**src/rtl/mul_div_unit_pkg.sv**
```systemverilog
// mul_div_unit_pkg
//   Shared encodings for the iterative RV32M multiply/divide unit:
//   operation codes (3 bits) and FSM state codes (2 bits), plus small
//   decode helpers for the operation encoding.
package mul_div_unit_pkg;

    typedef enum logic [2:0] {
        MULDIV_OP_MUL    = 3'd0,
        MULDIV_OP_MULH   = 3'd1,
        MULDIV_OP_MULHSU = 3'd2,
        MULDIV_OP_MULHU  = 3'd3,
        MULDIV_OP_DIV    = 3'd4,
        MULDIV_OP_DIVU   = 3'd5,
        MULDIV_OP_REM    = 3'd6,
        MULDIV_OP_REMU   = 3'd7
    } muldiv_op_e;

    typedef enum logic [1:0] {
        MULDIV_STATE_IDLE = 2'd0,
        MULDIV_STATE_CALC = 2'd1,
        MULDIV_STATE_DONE = 2'd2
    } muldiv_state_e;

    // rs1 is interpreted as signed
    function automatic logic op_signed_a(input muldiv_op_e op);
        return (op == MULDIV_OP_MULH) || (op == MULDIV_OP_MULHSU) ||
               (op == MULDIV_OP_DIV)  || (op == MULDIV_OP_REM);
    endfunction

    // rs2 is interpreted as signed
    function automatic logic op_signed_b(input muldiv_op_e op);
        return (op == MULDIV_OP_MULH) || (op == MULDIV_OP_DIV) ||
               (op == MULDIV_OP_REM);
    endfunction

endpackage

```
**src/rtl/mul_div_unit_step.sv**
```systemverilog
// mul_div_step
//   One combinational radix-2 iteration on a 2*XLEN accumulator.
//   Multiply : acc = {product_hi, multiplier}; shift-add, LSB first.
//   Divide   : acc = {remainder, dividend/quotient}; restoring step, MSB first.
// Ports:
//   acc_in   accumulator before the step
//   operand  multiplicand / divisor (magnitude)
//   is_div   1 = divide step, 0 = multiply step
//   acc_out  accumulator after the step
module mul_div_step #(
    parameter int unsigned XLEN = 32
) (
    input  logic [2*XLEN-1:0] acc_in,
    input  logic [XLEN-1:0]   operand,
    input  logic              is_div,
    output logic [2*XLEN-1:0] acc_out
);

    logic [XLEN:0] sum;
    logic [XLEN:0] shifted;
    logic [XLEN:0] diff;

    always_comb begin
        sum     = {1'b0, acc_in[2*XLEN-1:XLEN]} + {1'b0, operand};
        shifted = acc_in[2*XLEN-1:XLEN-1];
        // diff[XLEN] is the borrow: set when the shifted remainder < divisor
        diff    = shifted - {1'b0, operand};
        acc_out = '0;
        if (is_div) begin
            if (!diff[XLEN])
                acc_out = {diff[XLEN-1:0], acc_in[XLEN-2:0], 1'b1};
            else
                acc_out = {shifted[XLEN-1:0], acc_in[XLEN-2:0], 1'b0};
        end else begin
            if (acc_in[0])
                acc_out = {sum, acc_in[XLEN-1:1]};
            else
                acc_out = {1'b0, acc_in[2*XLEN-1:1]};
        end
    end

endmodule

```
**src/rtl/mul_div_unit.sv**
```systemverilog
// mul_div_unit
//   Iterative RV32M multiply/divide unit for the execute stage. Accepts one
//   operation on valid_In & ready_Out, runs XLEN/STEPS iteration cycles plus
//   one sign-correction cycle, then holds the result until resultReady_In.
//   flush_In aborts in any state without delivering a result.
// Ports:
//   clk, rst (async active-low)
//   op_In, operandA_In, operandB_In, valid_In, ready_Out   request side
//   flush_In                                                pipeline abort
//   result_Out, resultValid_Out, resultReady_In             result side
//   busy_Out                                                exec lock
// Build option:
//   MULDIV_EARLY_OUT_EN  divide-by-zero, signed overflow and MUL-family ops
//                        with a zero operand complete at the accept edge.
module mul_div_unit
    import mul_div_unit_pkg::*;
#(
    parameter int unsigned XLEN  = 32,
    parameter int unsigned STEPS = 1
) (
    input  logic            clk,
    input  logic            rst,
    input  logic [2:0]      op_In,
    input  logic [XLEN-1:0] operandA_In,
    input  logic [XLEN-1:0] operandB_In,
    input  logic            valid_In,
    output logic            ready_Out,
    input  logic            flush_In,
    output logic [XLEN-1:0] result_Out,
    output logic            resultValid_Out,
    input  logic            resultReady_In,
    output logic            busy_Out
);

    localparam int unsigned ITERS = XLEN / STEPS;
    localparam int unsigned CNT_W = $clog2(ITERS + 1);
    localparam logic [XLEN-1:0] MIN_NEG = {1'b1, {(XLEN-1){1'b0}}};

    muldiv_state_e     state, state_next;
    muldiv_op_e        op_in, op_q;
    logic [2*XLEN-1:0] acc_q;
    logic [XLEN-1:0]   opb_q;
    logic [CNT_W-1:0]  count_q;
    logic              sign_a_q, sign_b_q;
    logic              special_q;
    logic [XLEN-1:0]   special_res_q;

    logic              accept, early;
    logic              sign_a_in, sign_b_in;
    logic [XLEN-1:0]   abs_a, abs_b;
    logic              special_in;
    logic [XLEN-1:0]   special_res_in;
    logic [2*XLEN-1:0] prod_fix;
    logic [XLEN-1:0]   quot_fix, rem_fix, final_res;

    logic [2*XLEN-1:0] chain [STEPS+1];

    assign op_in           = muldiv_op_e'(op_In);
    assign ready_Out       = (state == MULDIV_STATE_IDLE);
    assign busy_Out        = (state != MULDIV_STATE_IDLE);
    assign resultValid_Out = (state == MULDIV_STATE_DONE);
    assign accept          = valid_In & ready_Out & ~flush_In;

    // Request decode: magnitudes and RISC-V special cases
    always_comb begin
        sign_a_in      = op_signed_a(op_in) & operandA_In[XLEN-1];
        sign_b_in      = op_signed_b(op_in) & operandB_In[XLEN-1];
        abs_a          = sign_a_in ? -operandA_In : operandA_In;
        abs_b          = sign_b_in ? -operandB_In : operandB_In;
        special_in     = 1'b0;
        special_res_in = '0;
        if (op_In[2]) begin
            if (operandB_In == '0) begin
                special_in     = 1'b1;
                special_res_in = op_In[1] ? operandA_In : '1;
            end else if ((op_in == MULDIV_OP_DIV || op_in == MULDIV_OP_REM) &&
                         operandA_In == MIN_NEG && operandB_In == '1) begin
                special_in     = 1'b1;
                special_res_in = op_In[1] ? '0 : MIN_NEG;
            end
        end else if (operandA_In == '0 || operandB_In == '0) begin
            special_in     = 1'b1;
            special_res_in = '0;
        end
`ifdef MULDIV_EARLY_OUT_EN
        early = special_in;
`else
        early = 1'b0;
`endif
    end

    // STEPS radix-2 iterations per clock
    assign chain[0] = acc_q;
    for (genvar g = 0; g < STEPS; g++) begin : g_step
        mul_div_step #(.XLEN(XLEN)) u_step (
            .acc_in  (chain[g]),
            .operand (opb_q),
            .is_div  (op_q[2]),
            .acc_out (chain[g+1])
        );
    end

    // Sign correction and result selection
    always_comb begin
        prod_fix  = (sign_a_q ^ sign_b_q) ? -acc_q : acc_q;
        quot_fix  = (sign_a_q ^ sign_b_q) ? -acc_q[XLEN-1:0] : acc_q[XLEN-1:0];
        rem_fix   = sign_a_q ? -acc_q[2*XLEN-1:XLEN] : acc_q[2*XLEN-1:XLEN];
        final_res = '0;
        case (op_q)
            MULDIV_OP_MUL:                       final_res = prod_fix[XLEN-1:0];
            MULDIV_OP_MULH, MULDIV_OP_MULHSU,
            MULDIV_OP_MULHU:                     final_res = prod_fix[2*XLEN-1:XLEN];
            MULDIV_OP_DIV, MULDIV_OP_DIVU:       final_res = quot_fix;
            MULDIV_OP_REM, MULDIV_OP_REMU:       final_res = rem_fix;
            default:                             final_res = '0;
        endcase
        if (special_q)
            final_res = special_res_q;
    end

    always_ff @(posedge clk or negedge rst) begin
        if (!rst)
            state <= MULDIV_STATE_IDLE;
        else
            state <= state_next;
    end

    always_comb begin
        state_next = state;
        case (state)
            MULDIV_STATE_IDLE:
                if (accept)
                    state_next = early ? MULDIV_STATE_DONE : MULDIV_STATE_CALC;
            MULDIV_STATE_CALC:
                if (count_q == '0)
                    state_next = MULDIV_STATE_DONE;
            MULDIV_STATE_DONE:
                if (resultReady_In)
                    state_next = MULDIV_STATE_IDLE;
            default:
                state_next = MULDIV_STATE_IDLE;
        endcase
        if (flush_In)
            state_next = MULDIV_STATE_IDLE;
    end

    always_ff @(posedge clk or negedge rst) begin
        if (!rst) begin
            op_q          <= MULDIV_OP_MUL;
            acc_q         <= '0;
            opb_q         <= '0;
            count_q       <= '0;
            sign_a_q      <= 1'b0;
            sign_b_q      <= 1'b0;
            special_q     <= 1'b0;
            special_res_q <= '0;
            result_Out    <= '0;
        end else if (accept) begin
            op_q          <= op_in;
            acc_q         <= {{XLEN{1'b0}}, abs_a};
            opb_q         <= abs_b;
            count_q       <= CNT_W'(ITERS);
            sign_a_q      <= sign_a_in;
            sign_b_q      <= sign_b_in;
            special_q     <= special_in;
            special_res_q <= special_res_in;
            if (early)
                result_Out <= special_res_in;
        end else if (state == MULDIV_STATE_CALC && !flush_In) begin
            // Counter exhausted: one extra cycle applies sign correction
            if (count_q != '0) begin
                acc_q   <= chain[STEPS];
                count_q <= count_q - CNT_W'(1);
            end else begin
                result_Out <= final_res;
            end
        end
    end

endmodule
```
**config.mk**
```make
export PLATFORM = sky130hd
export DESIGN_NAME = mul_div_unit
export DESIGN_NICKNAME = d
export VERILOG_FILES = /design/src/rtl/mul_div_unit_pkg.sv /design/src/rtl/mul_div_unit_step.sv /design/src/rtl/mul_div_unit.sv
export SDC_FILE = /design/constraint.sdc
export NUM_CORES = 1
export LEC_CHECK = 0
export BUFFER_PORTS_ARGS = -buffer_cell sky130_fd_sc_hd__clkbuf_2
export CORE_AREA = 2 2 203 205
export DETAILED_ROUTE_END_ITERATION = 12
export DIE_AREA = 0 0 205 207
export SLEW_MARGIN = 5
export SYNTH_ARGS = -nofsm -noshare
export SYNTH_HDL_FRONTEND = slang
export SYNTH_SLANG_ARGS = --single-unit
```
**constraint.sdc**
```tcl
create_clock -name clk -period 3.95 [get_ports clk]
set_clock_uncertainty 0.1 [all_clocks]
set_input_delay 0.79 -clock clk [delete_from_list [all_inputs] [get_ports clk]]
set_output_delay 0.79 -clock clk [all_outputs]
set_load 0.005 [all_outputs]
```
==> results of run 1 <==
-- per-layer routing --
layer / vias to the layer above / GRT usage [%] / wire length, µm
met5: - / 0 / 0
met4: 0 / 10.5 / 2160
met3: 115 / 5.76 / 5180
li1: 7632 / - / -
met2: 706 / 43.0 / 26700
met1: 7989 / 42.6 / 28400
-- power breakdown --
group          internal (mW)  switching [mW]  total (mW)  leakage, nW
Clock                  0.865           0.953        1.82        0.299
Combinational           3.78            5.83        9.61         5.24
Sequential              2.34           0.923        3.26         2.25
-- worst min path at each step --
| stage | slack, ns | endpoint | cells past startpoint |
|---|---|---|---|
| 2_1_floorplan | 0.36 | special_res_q[31] | 2 |
| 3_3_place_gp | 0.37 | result_Out[10] | 2 |
| 3_5_place_dp | 0.37 | result_Out[10] | 2 |
| 4_1_cts | 0.24 | result_Out[26] | 1 |
| 5_1_grt | 0.25 | result_Out[21] | 1 |
| 6_report | 0.20 | result_Out[26] | 1 |
-- state kept, by name, summed over array words and instances, names as in the netlist --
signal,count
sign_b_q,1
opb_q,32
op_q,3
acc_q,64
count_q,6
state,2
result_Out,32
special_res_q,32
special_q,1
sign_a_q,1
-- stage by stage --
| stage | worst slack, ns | cells | hold slack [ns] | power [mW] |
|---|---|---|---|---|
| after floorplan | 0.718 | 2049 | 0.361 | 9.26 |
| after global placement | 0.302 | 2646 | 0.367 | 12.5 |
| after detailed placement | 0.240 | 2646 | 0.374 | 12.6 |
| after CTS | 0.207 | 2678 | 0.242 | 14.5 |
| after global routing | 0.0716 | 2678 | 0.251 | 15.7 |
| final | 0.235 | 2678 | 0.197 | 14.7 |
-- cells in the mapped netlist (10+ instances only) --
cell type / number / share of area (%)
nand2_1: 263 / 6.2
o21ai_0: 198 / 6.3
dfrtp_1: 174 / 27
a21oi_1: 167 / 5.3
nor2_1: 124 / 2.9
clkbuf_1: 107 / 2.5
xnor2_1: 88 / 4.9
xor2_1: 82 / 4.5
inv_1: 75 / 1.8
ha_1: 70 / 5.5
o211ai_1: 49 / 2.3
nand2b_1: 47 / 1.9
nand3_1: 45 / 1.4
nor3_1: 43 / 1.4
a22o_1: 36 / 2.0
mux2i_1: 36 / 2.3
nor4_1: 29 / 1.1
o31ai_1: 28 / 1.3
a211oi_1: 27 / 1.3
a31oi_1: 27 / 1.1
a21o_1: 25 / 1.2
o221ai_1: 19 / 1.1
or3_1: 19 / 0.75
nor2b_1: 17 / 0.67
nand4_1: 16 / 0.63
and3_1: 15 / 0.59
o22ai_1: 13 / 0.51
a221oi_1: 12 / 0.66
buf_1: 12 / 0.28
buf_2: 12 / 0.38
o21a_1: 11 / 0.52
o41ai_1: 10 / 0.55
-- logic make-up after synthesis --
kind of cell	after synthesis
buffers and inverters	224
flip-flops	174
AND/OR/NAND/NOR	670
XOR/XNOR	170
multiplexers	45
adder cells (fa/ha/maj)	72
AO/OA/AOI/OAI	694
-- final cells by class --
class	instances	area (µm²)
clock buffers	17	425
clock inverters	15	194
fillers	4097	22500
inverters	75	282
multi-input cells	1651	10600
flip-flops and latches	174	4360
well taps	532	666
repair buffers	214	1440
==> reports/results.ini, run 1 <==
[outcome]
status = complete, no violations

[sta]
fin_crit_sh_pct = 94.0
tns_ns = 0
max_slew_margin_pct = 39.1
rsz0062_at_grt = false
fin_crit_ns = 3.71
setup_viol = 0
worst-slew-pin-transition_ns = 0.914
slew_violations = 0
max_clock_freq_mhz = 269
hold_violations = 0

[critical_path]
reg2reg_slack_ns = 0.24
cp.required_ns = 4.19
r2r_start = acc_q[32]
crit_fanout = 10
setup.worst_path.end = acc_q[54]
crit_buf_inv = 3
cp.depth = 13
crit_start = acc_q[32]
path_class = flop to flop
ff2ff_path_depth = 13
r2r-end = acc_q[54]
cp.arrival_ns = 3.96
crit_top_cell = a21oi_1
critPathSlowestCell = dfrtp_1
slowest_delay_ns = 0.53
critPathCaptureType = flop
start_kind = flop
cp_top_family = compound AO/OA/AOI/OAI gates
path_cells = inv_1 -> fa_1 -> nand2b_1 -> a21oi_2 -> o211ai_1 -> a21oi_1 -> nor3_1 -> buf_4 -> or2_2 -> buf_12 -> a21oi_1 -> a21boi_0 -> o32ai_1

[global_route]
grt_pass1_wl_um = 95500
antenna_found_initial = 0
grt_overflow = 0
grt_max_degree = 97
first_global_vias = 15389
track_usage_pct = 29.4

[synth]
yosysSeqAreaShare_pct = 27.5
synth-edff-count = 0
synth.mux.area_fraction_pct = 2.91
netlist_instances = 2049
synth_flop_cell = dfrtp_1
synth_compound_area_share_pct = 27.9
ys_warn_count = 0
synth_simple_gate_area_share_pct = 20.3
async_flop_share_pct = 100
syn_area_mm2 = 0.0158
synth-seq-cells = 174
synth_top_family_by_area = compound AO/OA/AOI/OAI gates
synthesis.nets = 2193
ys_types = 82
synthAdderAreaFrac_pct = 5.78
syn_avg_cell_area_um2 = 7.73
yosys.area_share.xor_xnor_pct = 9.40

[die]
die_area_mm2 = 0.0424
io_pins = 107
die_h_um = 207
die_w_um = 205
rows = 74
core-area_mm2 = 0.0404
start_util_pct = 39.2

[cells_and_area]
fin_area_mm2 = 0.0179
layout-drive-gt1-share_pct = 13.7
fin_util_pct = 44.4
syn2layout_area_growth_pct = 13.1
layout_commonest_cell = nand2_1
final_cell_mix = 263 x nand2_1, 198 x o21ai_0, 173 x dfrtp_1
nNetsFinal = 2277
n_antenna_cell = 0

[clocking]
cts_sinks = 174
post_cts_buffers = 0
cts_buffer_depth = 2
cts-root-buf = clkbuf_16
clk_latency_ns = 0.48
postCtsResizedCells = 0
path_clk_slew_ns = 0.08
tritoncts = built
cts_htree_levels = 4
ctsHoldBuffers = 0
cts_buffers = 17

[route]
drt_iter0_drc = 1995
via_per_inst = 6.14
drc = 0
wirelength_um = 62400
wl_per_cell_um = 23.3
first_pass_iters = 6
ant_nets = 0
num_vias = 16442

[power]
irDropWorstVdd_mv = 0.426
power.leakage_nw = 7.78
powerDensity_mw_per_mm2 = 820

[place]
gp_congestion = 0.975
place_hpwl_um = 47400
place_area_mm2 = 0.0173
port_buffers = 106

[flow_run]
cap_violations = 0

[min_path]
min_path_type = primary input to asynchronous set/reset pin

No activity file was read; power rests on OpenSTA's default activity.
==> inputs of run 2 (changes only) <==
==> constraint.sdc (replaced) <==
create_clock -name clk -period 3.95 [get_ports clk]
set_clock_uncertainty 0.1 [all_clocks]
set_input_delay 0.79 -clock clk [delete_from_list [all_inputs] [get_ports clk]]
set_output_delay 0.79 -clock clk [all_outputs]
set_load 0.1 [all_outputs]
==> run 2 against run 1 <==
- sequential power barely moved
- clock power barely moved
- first-iteration DRC count fell by 12%
- maximum frequency fell by 0.62%
- count of clock-buffer cells in the layout did not move
- die area did not move
- worst hold slack improved by 0.0079 ns
- register-to-register slack got worse by 0.02 ns
- core utilization fell by 0.48 points
- combinational power rose by 7%
- via count rose by 0.13%
- critical path type unchanged
==> reports/results.ini, run 2 (same netlist as run 1, synthesis figures left out) <==
[die]
die_h_um = 207  ; unchanged
core-area_mm2 = 0.0404  ; unchanged
io_pins = 107  ; unchanged
rows = 74  ; unchanged
die_w_um = 205  ; unchanged
die_area_mm2 = 0.0424  ; unchanged
start_util_pct = 39.2  ; unchanged

[sta]
setup_slack_ns = 0.212  ; -0.0231 ns
hold_violations = 0  ; unchanged
fin_crit_sh_pct = 94.6  ; +0.58 points
setup_viol = 0  ; unchanged
max_clock_freq_mhz = 268  ; -0.62%
tns_ns = 0  ; unchanged
max_slew_margin_pct = 31.8  ; -7.2 points
rsz0062_at_grt = false
fin_crit_ns = 3.74  ; +0.0231 ns
slew_violations = 0  ; unchanged
worst-slew-pin-transition_ns = 1.02  ; +0.105 ns

[critical_path]
critPathSlowestCell = or4_1
slowest_delay_ns = 0.69  ; +0.16 ns
cp_top_family = simple AND/OR/NAND/NOR gates
cp.depth = 8  ; -5
ff2ff_path_depth = 8  ; -5
path_cells = or4_1 -> nor4_1 -> nand3_1 -> o41ai_1 -> o22ai_1 -> xor2_1 -> nor3_1 -> o31ai_1
cp.required_ns = 4.15  ; -0.04 ns
critPathCaptureType = flop
crit_fanout = 5  ; -5
start_kind = flop
crit_buf_inv = 0  ; -3
path_class = flop to flop
cp.arrival_ns = 3.94  ; -0.02 ns

[outcome]
status = complete, no violations

[route]
num_vias = 16463  ; +0.13%
first_pass_iters = 5  ; -1
ant_nets = 0  ; unchanged
wl_per_cell_um = 22.9  ; -1.9%
via_per_inst = 6.18  ; +0.69%
wirelength_um = 60900  ; -2.4%
drc = 0  ; unchanged
drt_iter0_drc = 1758  ; -12%

[clocking]
post_cts_buffers = 0  ; unchanged
tritoncts = built
path_clk_slew_ns = 0.08  ; about the same
cts_buffers = 17  ; unchanged
cts-root-buf = clkbuf_16
cts_buffer_depth = 2  ; unchanged
clk_latency_ns = 0.47  ; about the same
cts_sinks = 174  ; unchanged
cts_htree_levels = 4  ; unchanged

[global_route]
antenna_found_initial = 0  ; unchanged
track_usage_pct = 28.8  ; -0.60 points
first_global_vias = 15565  ; +1.1%
grt_use_met3_pct = 5.40  ; -0.36 points
grt_max_degree = 172  ; +77%
grt_overflow = 0  ; unchanged
top_usage_layer = met1
grt_pass1_wl_um = 94600  ; -0.92%
use_met2_pct = 41.4  ; -1.6 points
use_met1_pct = 42.3  ; -0.28 points

[place]
port_buffers = 106  ; unchanged
dp_cells = 2631  ; -0.57%
gp_congestion = 0.961  ; -1.5%
place_hpwl_um = 45900  ; -3.1%
dpl_worst_slack_ns = 0.339  ; +0.0990 ns

[cells_and_area]
final_cell_mix = 263 x nand2_1, 198 x o21ai_0, 173 x dfrtp_1
layout.cells.non_filler = 2663  ; -0.56%
largest_reg_flops = 64  ; unchanged
n_antenna_cell = 0  ; unchanged
nNetsFinal = 2262  ; -0.66%
layout_commonest_cell = nand2_1
syn2layout_area_growth_pct = 11.9
fin_util_pct = 43.9  ; -0.48 points
layout-drive-gt1-share_pct = 13.0  ; -0.65 points
largest_register = acc_q

[min_path]
min_path_type = primary input to asynchronous set/reset pin

[power]
irDropWorstVdd_mv = 0.559  ; +31%
power.leakage_nw = 7.68  ; -1.4%
total_power_mw = 15.4  ; +4.8%
powerDensity_mw_per_mm2 = 868  ; +5.9%

[flow_run]
cap_violations = 0  ; unchanged

[run 2: cell count changes in the layout (fill, tap and decap cells not counted), sizes merged]
cell	delta
inv	+1
bufinv	+1
clkinvlp	+3
clkinv	-5
buf	-15
[run 2: path summary, 6_finish.rpt]
| check | start | end | slack (ns) |
|---|---|---|---|
| max | acc_q[54] | result_Out[31] | 0.21 |
| min | rst | result_Out[21] | 0.21 |
| max reg2reg | acc_q[54] | result_Out[31] | 0.21 |
| min reg2reg | result_Out[13] | result_Out[13] | 0.39 |
| max in group asynchronous | rst | special_res_q[17] | 2.60 |
| min in group clk | result_Out[13] | result_Out[13] | 0.39 |
[run 2: power breakdown]
group | leakage [nW] | switching [mW] | internal (mW)
clock network | 0.284 | 0.893 | 0.904
logic | 5.14 | 6.71 | 3.61
registers | 2.25 | 0.936 | 2.34
[run 2: layout make-up]
class,instances,area (µm²)
Clock inverter,15,171
Tap cell,532,666
Multi-Input combinational cell,1651,10600
Fill cell,4200,22600
Timing Repair Buffer,199,1270
Inverter,75,282
Clock buffer,17,425
Sequential cell,174,4360
[run 2: timing repair]
item	4_1_cts	5_1_grt
resized for setup	0	2
hold buffers	0	0
setup endpoints to repair	0	7
[run 2: layer usage]
layer / share of wire, % / vias up
met1: 46 / 8010
met2: 42 / 740
met4: 3.5 / 0
met3: 8.1 / 109
li1: - / 7604
met5: 0 / -
[run 2: metrics by stage]
step	area, µm²	hold WS, ns
after floorplan	15800	0.361
after global placement	17100	0.368
after detailed placement	17100	0.379
after CTS	17700	0.269
after global routing	17700	0.268
final	17700	0.205
==> inputs of run 3 (changes only) <==
--- a/config.mk
+++ b/config.mk
@@ -9,6 +9,7 @@
 export CORE_AREA = 2 2 203 205
 export DETAILED_ROUTE_END_ITERATION = 12
 export DIE_AREA = 0 0 205 207
+export MAX_ROUTING_LAYER = met4
 export SLEW_MARGIN = 5
 export SYNTH_ARGS = -nofsm -noshare
 export SYNTH_HDL_FRONTEND = slang
==> run 3 against run 2 <==
- sequential share of layout area about the same
- count of clock-buffer cells in the layout increased by 2
- worst hold slack improved by 0.035 ns
- via count is 0.35% lower
- flip-flop and latch count unchanged
- highest routed layer unchanged
- sequential power is essentially flat
- non-clock buffer count up 1
- first-iteration DRC count is 6.3% higher
- combinational power hardly changed
- cell count is essentially flat
- maximum frequency is 1.8% lower
- global-route usage increased by 1.3 points
- largest cell class unchanged
==> reports/results.ini, run 3 (same netlist as run 1, synthesis figures left out) <==
[outcome]
status = complete, no violations

[sta]
timing.hold.ws_ns = 0.241  ; +0.0354 ns
max_clock_freq_mhz = 263  ; -1.8%
setup_viol = 0  ; unchanged
slew_violations = 0  ; unchanged
rsz0062_at_grt = false
fin_crit_sh_pct = 96.4  ; +1.7 points
fin_crit_ns = 3.81  ; +0.0687 ns
hold_violations = 0  ; unchanged
max_slew_margin_pct = 39.7  ; +7.9 points
worst-slew-pin-transition_ns = 0.904  ; -0.114 ns
setup_slack_ns = 0.143  ; -0.0687 ns
tns_ns = 0  ; unchanged

[critical_path]
start_kind = flop
critPathCaptureType = flop
crit_fanout = 10  ; +5
cp.arrival_ns = 4.10  ; +0.16 ns
cp.required_ns = 4.24  ; +0.09 ns
path_class = flop to flop

[clocking]
path_clk_slew_ns = 0.08  ; about the same
cts_buffer_depth = 2  ; unchanged
cts_sinks = 174  ; unchanged
tritoncts = built
cts-root-buf = clkbuf_16
cts_htree_levels = 4  ; unchanged
ctsHoldBuffers = 0  ; unchanged
clk_latency_ns = 0.48  ; about the same
cts_buffers = 17  ; unchanged

[route]
wirelength_um = 62000  ; +1.8%
ant_nets = 0  ; unchanged
wl_met3_um = 4850  ; -2.3%
dr_wl_met2_um = 26600  ; +3.4%
wl_per_cell_um = 23.3  ; +1.7%
via_per_inst = 6.16  ; -0.43%
drc = 0  ; unchanged
drt-met1-wl_um = 28800  ; +2.5%
first_pass_iters = 6  ; +1
num_vias = 16405  ; -0.35%
drt_iter0_drc = 1868  ; +6.3%
top_layer_used = met4

[die]
die_area_mm2 = 0.0424  ; unchanged
core-area_mm2 = 0.0404  ; unchanged
start_util_pct = 39.2  ; unchanged
die_h_um = 207  ; unchanged
rows = 74  ; unchanged
die_w_um = 205  ; unchanged
io_pins = 107  ; unchanged

[global_route]
grt_pass1_wl_um = 95100  ; +0.50%
antenna_found_initial = 1  ; +1
grt_max_degree = 95  ; -45%
grt_overflow = 0  ; unchanged
first_global_vias = 15419  ; -0.94%
track_usage_pct = 30.1  ; +1.3 points

[place]
gp_congestion = 0.979  ; +1.9%
port_buffers = 106  ; unchanged
dpl_worst_slack_ns = 0.254  ; -0.0851 ns
place_hpwl_um = 46800  ; +2.0%

[power]
powerDensity_mw_per_mm2 = 872  ; +0.40%
power.leakage_nw = 7.68  ; about the same
total_power_mw = 15.4  ; +0.37%
irDropWorstVdd_mv = 0.547  ; -2.2%

[cells_and_area]
largest_reg_flops = 64  ; unchanged
layout_commonest_cell = nand2_1
largest_register = acc_q
layout-drive-gt1-share_pct = 13.0  ; about the same
final_cell_mix = 263 x nand2_1, 198 x o21ai_0, 173 x dfrtp_1
syn2layout_area_growth_pct = 11.8  ; about the same
nNetsFinal = 2263  ; +0.044%

[flow_run]
cap_violations = 0  ; unchanged

[min_path]
min_path_type = primary input to asynchronous set/reset pin

==> run 3: changes by cell type in the layout (fill, tap and decap cells not counted) <==
cell        delta
a21boi_0       +1
clkinv_2       +2
inv_8          -1
a21boi_1       -1
inv_6          +2
buf_12         +1
clkinvlp_4     -2
clkbuf_1       +1
clkinv_4       -2
bufinv_16      -1
diode_2        +1
clkbuf_8       +1
==> run 3: final timing paths <==
path | cells past startpoint | slack [ns] | to | start
max in group asynchronous | 2 | 2.58 | special_res_q[26] | rst
worst min-delay path | 1 | 0.24 | result_Out[21] | rst
min in group clk | 2 | 0.38 | result_Out[0] | result_Out[0]
worst max-delay path | 11 | 0.14 | acc_q[62] | acc_q[34]
worst min register to register | 2 | 0.38 | result_Out[0] | result_Out[0]
worst max register to register | 11 | 0.14 | acc_q[62] | acc_q[34]
==> run 3: worst max-delay path: stages (launching register included) <==
cell	delay, ns
dfrtp_1	0.57
ha_1	0.36
a211oi_1	0.31
o21ai_0	0.24
nand3_1	0.19
a211oi_1	0.10
buf_4	0.16
o21ai_0	0.44
a21boi_0	0.29
o21ai_0	0.42
mux2_2	0.39
a22oi_1	0.14
==> run 3: repair_timing <==
item / CTS / global route
endpoints found under the setup margin: 0 / 14
resized for setup: 0 / 1
buffers inserted: 0 / 0
==> run 3: metal layers <==
layer	track usage [%]	vias up
met1	43.9	7925
met4	9.75	0
met2	42.3	789
met3	4.44	111
met5	-	-
li1	-	7580
==> run 3: area by class of cell <==
cell class / count / area [µm²]
Antenna cell: 1 / 2.50
Clock buffer: 19 / 443
Clock inverter: 13 / 125
Fill cell: 4143 / 22700
Inverter: 75 / 282
Multi-Input combinational cell: 1651 / 10600
Sequential cell: 174 / 4360
Tap cell: 532 / 666
Timing Repair Buffer: 200 / 1290
==> run 3: through the flow <==
step / utilization (%) / instances / cell area [µm²]
global route: 43.9 / 2665 / 17700
global placement: 42.5 / 2632 / 17100
finish: 43.9 / 2665 / 17700
detailed placement: 42.5 / 2632 / 17100
floorplan: - / 2049 / 15800
CTS: 43.9 / 2664 / 17700
==> run 3: report_power, final <==
group	internal (mW)	leakage [nW]	switching (mW)
sequential	2.34	2.25	0.951
combinational	3.67	5.15	6.75
clock	0.853	0.281	0.888
